<file path="src/rtl/mem_access_ctrl.sv">
// mem_access_ctrl: memory-stage data-bus controller; issues one aligned request per load/store and stalls until it completes.
module mem_access_ctrl (
  input  logic        clk,
  input  logic        reset,
  input  logic        in_valid,
  input  logic        mem_read,
  input  logic        mem_write,
  input  logic [1:0]  strobe_type,
  input  logic [31:0] addr,
  input  logic [31:0] wdata,
  output logic        dreq_valid,
  output logic [31:0] dreq_addr,
  output logic [2:0]  dreq_size,
  output logic [3:0]  dreq_strobe,
  output logic [31:0] dreq_data,
  input  logic        addr_ok,
  input  logic        data_ok,
  input  logic [31:0] dresp_data,
  output logic        stall,
  output logic        done,
  output logic [31:0] rdata_raw,
  output logic [1:0]  tail,
  output logic [1:0]  out_strobe_type,
  output logic        addr_err
);
  localparam logic [1:0] IDLE = 2'd0, REQ = 2'd1, WAIT = 2'd2, DONE = 2'd3;
  logic [1:0]  r_state, w_next;
  logic        r_load;
  logic [1:0]  r_type, r_tail, r_ost;
  logic [31:0] r_addr, r_data, r_rdata;
  logic [2:0]  r_size;
  logic [3:0]  r_strobe, w_strobe;
  logic [31:0] w_data;
  logic [2:0]  w_size;
  logic        w_acc, w_start, w_word, w_half, w_fin;
  assign w_acc    = in_valid & (mem_read | mem_write);
  assign w_word   = strobe_type == 2'b00;
  assign w_half   = strobe_type == 2'b01;
  assign addr_err = w_acc & ((w_word & (addr[1:0] != 2'b00)) | (w_half & addr[0]));
  assign w_start  = w_acc & ~addr_err;
  assign w_strobe = ~mem_write ? 4'h0 : w_word ? 4'hf :
                    w_half ? 4'b0011 << {addr[1], 1'b0} : 4'b0001 << addr[1:0];
  assign w_data   = w_word ? wdata : w_half ? {2{wdata[15:0]}} : {4{wdata[7:0]}};
  assign w_size   = w_word ? 3'd2 : w_half ? 3'd1 : 3'd0;
  // data_ok only counts once the address phase has been accepted
  assign w_fin    = ((r_state == REQ) & addr_ok & data_ok) | ((r_state == WAIT) & data_ok);
  always_comb begin
    w_next = r_state;
    case (r_state)
      IDLE:    w_next = w_start ? REQ : IDLE;
      REQ:     w_next = w_fin ? DONE : addr_ok ? WAIT : REQ;
      WAIT:    w_next = w_fin ? DONE : WAIT;
      default: w_next = IDLE;
    endcase
  end
  always_ff @(posedge clk or posedge reset) begin
    if (reset) begin
      r_state  <= IDLE;
      r_load   <= 1'b0;
      r_type   <= 2'b00;
      r_addr   <= '0;
      r_data   <= '0;
      r_size   <= '0;
      r_strobe <= '0;
      r_rdata  <= '0;
      r_tail   <= '0;
      r_ost    <= '0;
    end else begin
      r_state <= w_next;
      if (r_state == IDLE && w_start) begin
        r_load   <= mem_read;
        r_type   <= strobe_type;
        r_addr   <= addr;
        r_data   <= w_data;
        r_size   <= w_size;
        r_strobe <= w_strobe;
      end
      if (w_fin) begin
        if (r_load) r_rdata <= dresp_data;
        r_tail <= r_addr[1:0];
        r_ost  <= r_type;
      end
    end
  end
  assign dreq_valid      = r_state == REQ;
  assign done            = r_state == DONE;
  assign stall           = ((r_state == IDLE) & w_start) | (r_state == REQ) | (r_state == WAIT);
  assign dreq_addr       = r_addr;
  assign dreq_size       = r_size;
  assign dreq_strobe     = r_strobe;
  assign dreq_data       = r_data;
  assign rdata_raw       = r_rdata;
  assign tail            = r_tail;
  assign out_strobe_type = r_ost;
endmodule

</file>
<file path="config.mk">
export PLATFORM = sky130hd
export DESIGN_NAME = mem_access_ctrl
export DESIGN_NICKNAME = d
export VERILOG_FILES = /design/src/rtl/mem_access_ctrl.sv
export SDC_FILE = /design/constraint.sdc
export NUM_CORES = 1
export LEC_CHECK = 0
export CAP_MARGIN = 15
export CELL_PAD_IN_SITES_DETAIL_PLACEMENT = 1
export CELL_PAD_IN_SITES_GLOBAL_PLACEMENT = 1
export CORE_MARGIN = 5
export CORE_UTILIZATION = 36
export CTS_CLUSTER_DIAMETER = 50
export CTS_CLUSTER_SIZE = 8
export DETAILED_ROUTE_END_ITERATION = 6
export PLACE_DENSITY = 0.84
export SYNTH_ARGS = -nofsm -noshare
export SYNTH_HDL_FRONTEND = slang
export SYNTH_SLANG_ARGS = --single-unit
</file>
<file path="constraint.sdc">
create_clock -name clk -period 9.7 [get_ports clk]
set_input_delay 0.97 -clock clk [delete_from_list [all_inputs] [get_ports clk]]
set_output_delay 0.97 -clock clk [all_outputs]
set_load 0.01 [all_outputs]
</file>
==> results.sh <==
export IMPL_status="complete, no violations"
export IMPL_p_int_mw=1.605
export IMPL_post_route_cells_drive_above_1_share=0.2128
export IMPL_timing_hold_ws_ps=505.8
export IMPL_reg2reg_setup_slack_ps=7210
export IMPL_synth_top_flop_cell="dfrtp_1"
export IMPL_clock_sinks=111
export IMPL_ctsResizeCount=0
export IMPL_clkPwrFrac=0.153
export IMPL_coreArea_mm2=0.01335
export IMPL_path_cells="clkdlybuf4s50_1, nor2b_1, o21bai_2, and2_4, or3_1, clkdlybuf4s50_1"
export IMPL_ys_warn_count=0
export IMPL_switching_power_mw=0.7139
export IMPL_crit_top_cell="clkdlybuf4s50_1"
export IMPL_ys_seq_area_frac=0.5625
export IMPL_hold_buffers=0
export IMPL_place_inst=704
export IMPL_insertion_delay_ps=350
export IMPL_timing_rr_start="r_state[0]"
export IMPL_fmax_mhz=211.9
export IMPL_rsz0062_at_grt="no"
export IMPL_fillers=1341
export IMPL_worstSetupPathType="primary input to primary output"
export IMPL_path_max_fanout=21
export IMPL_cp_start_kind="primary input"
export IMPL_cp_slowest_stage_delay_ps=870
export IMPL_critPathRequiredTime_ps=8730
export IMPL_dieArea_mm2=0.01616
export IMPL_synth_edff_count=0
export IMPL_post_route_period_util=0.4865
export IMPL_hold_path_class="flip-flop to flip-flop"
export IMPL_drv_cap=0
export IMPL_holdPathStages=1
export IMPL_die_w_um=127.1
export IMPL_seqPwrFrac=0.363
export IMPL_wl_per_cell_um=20.14
export IMPL_endpoint_kind="primary output"
export IMPL_critPathArrivalTime_ps=3750
export IMPL_stdcell_count=721
export IMPL_antenna_found_initial=0
export IMPL_swShare=0.3079
export IMPL_rows=42
export IMPL_grt_max_degree=60
export IMPL_cts_root_buf="clkbuf_16"
export IMPL_slew_headroom=0.2275
export IMPL_cp_num_buf_inv=2
export IMPL_grt_ovfl_total=0
export IMPL_fin_nets=645
export IMPL_drt_iter0_drc=107
export IMPL_holdPathEnd="r_type[1]"
export IMPL_synthToLayoutAreaGrowth_pct=51.23
export IMPL_firstDrtPassIters=4
export IMPL_cp_slowest_cell="clkdlybuf4s50_1"
export IMPL_worst_path_dominant_cell_family="buffers and inverters"
export IMPL_holdCritStartpoint="r_type[1]"
export IMPL_die_height_um=127.1
export IMPL_pwr_share_comb=0.484
export IMPL_ys_ff_latch=111
export IMPL_hold_violations=0
export IMPL_wirelength_um=14520
export IMPL_clock_skew_ps=11.33
export IMPL_reg2reg_to="dreq_addr[15]"
export IMPL_syn_area_per_cell_um2=14.87
export IMPL_p_leak_nw=3.190
export IMPL_r2r_cells=5
export IMPL_tightestPinTransition_ps=1155
export IMPL_syn_cell_area_mm2=0.004938
export IMPL_start_util=0.3700
export IMPL_cts_tree="built"
export IMPL_vias=3506
export IMPL_dp_hpwl_um=11040
export IMPL_ant_nets=0
export IMPL_postCtsSetupRepairBufs=0
export IMPL_cts_max_path_buffers=2
export IMPL_grt_usage=0.1805
export IMPL_vias_per_cell=4.863
export IMPL_htreeDepth=3
export IMPL_fin_util=0.5595
export IMPL_async_flop_share=1.000
export IMPL_tns_ps=0
export IMPL_drc=0
export IMPL_n_antenna_cell=0
export IMPL_grt_pass1_vias=4086
export IMPL_cts_reportedPaths_clkPinSlew_ps=80
export IMPL_io_buffers=214
export IMPL_synth_cell_types=33
export IMPL_place_congestion=0.7545
export IMPL_synthCells=332
export IMPL_ir_drop_mv=0.1435
export IMPL_power_total_mw=2.319
export IMPL_period_minus_slack_ps=4719
export IMPL_cts_buffers_inserted=9
export IMPL_slew_violations=0
export IMPL_power_density_mw_per_mm2=310.5
export IMPL_io_pins=216
export IMPL_grt_pass1_wl_um=22770
export IMPL_finalSetupViolations=0
export IMPL_syn_num_nets=437
[power groups by stage]
| stage | combinational (mW) | sequential, mW | clock [mW] |
|---|---|---|---|
| after detailed placement | 1.14 | 0.848 | 0 |
| after global routing | 1.19 | 0.875 | 0.389 |
| final | 1.12 | 0.841 | 0.355 |
| after CTS | 1.14 | 0.847 | 0.371 |
| after floorplan | 0.436 | 0.926 | 0 |
| after global placement | 1.11 | 0.831 | 0 |
[state kept, by name, indices dropped and copies added (netlist names)]
name / count
dreq_strobe: 4
r_load: 1
tail: 2
r_type: 2
dreq_addr: 32
r_state: 2
dreq_size: 2
rdata_raw: 32
out_strobe_type: 2
dreq_data: 32
[logic make-up after synthesis]
| group | Yosys count | synth area share |
|---|---|---|
| mux | 105 | 0.2952 |
| simple gates | 35 | 0.04104 |
| other cells | 1 | 0.0007593 |
| compound gates | 54 | 0.06309 |
| flops | 111 | 0.5625 |
| buf+inv | 26 | 0.03750 |
[area by class of cell]
| class | instances | area [um2] | area share |
|---|---|---|---|
| Clock inverter | 6 | 43.79 | 0.005864 |
| Clock buffer | 10 | 239.0 | 0.03200 |
| Sequential cell | 111 | 2778 | 0.3719 |
| Inverter | 5 | 21.27 | 0.002848 |
| Timing Repair Buffer | 218 | 2185 | 0.2925 |
| Tap cell | 176 | 220.2 | 0.02949 |
| Multi-Input combinational cell | 195 | 1982 | 0.2654 |
[metrics by stage]
| step | setup WS, ps | area [um2] |
|---|---|---|
| finish | 4981 | 7468 |
| CTS | 4864 | 7448 |
| global placement | 5023 | 7166 |
| detailed placement | 4866 | 7166 |
| floorplan | 5799 | 4938 |
| global route | 4818 | 7468 |
[layout by cell type (no fill, tap or decap), drive strengths merged, types with 2 or more instances in the layout]
cell,netlist,layout
a21oi,26,26
a31oi,8,8
and2,2,2
buf,16,4
clkbuf,5,10
clkdlybuf4s50,0,214
clkinv,0,3
dfrtp,111,111
inv,5,7
mux2,88,88
mux2i,17,17
nand2,9,9
nand2b,9,9
nor2,4,4
nor2b,5,5
o21ai,14,14
[synth_stat cells (all sizes together), types with 2 or more instances]
cell type | instances | share of area
mux2i | 17 | 0.034
nor2b | 5 | 0.0063
nand2b | 9 | 0.011
mux2 | 88 | 0.26
clkbuf | 5 | 0.0038
dfrtp | 111 | 0.56
inv | 5 | 0.0038
nor2 | 4 | 0.0046
a31oi | 8 | 0.010
o21ai | 14 | 0.016
a21oi | 26 | 0.026
buf | 16 | 0.030
and2 | 2 | 0.0025
nand2 | 9 | 0.0068
[worst max path at each step]
stage,start,to,slack [ps],cells past startpoint
after global routing,strobe_type[0],stall,4820,6
after CTS,strobe_type[0],stall,4860,6
final,strobe_type[0],stall,4980,6
after floorplan,reset,dreq_addr[0],5800,1
after detailed placement,strobe_type[0],stall,4870,6
after global placement,strobe_type[0],stall,5020,6
[layer usage]
layer | track usage | part of all wire | vias up | wire [um]
met3 | 0.07471 | 0.084 | 23 | 1225
li1 | - | - | 1582 | -
met1 | 0.2026 | 0.39 | 1747 | 5716
met5 | 0 | 0 | - | 0
met2 | 0.3123 | 0.50 | 154 | 7244
met4 | 0.05804 | 0.023 | 0 | 337
No activity file was read; power rests on OpenSTA's default activity.
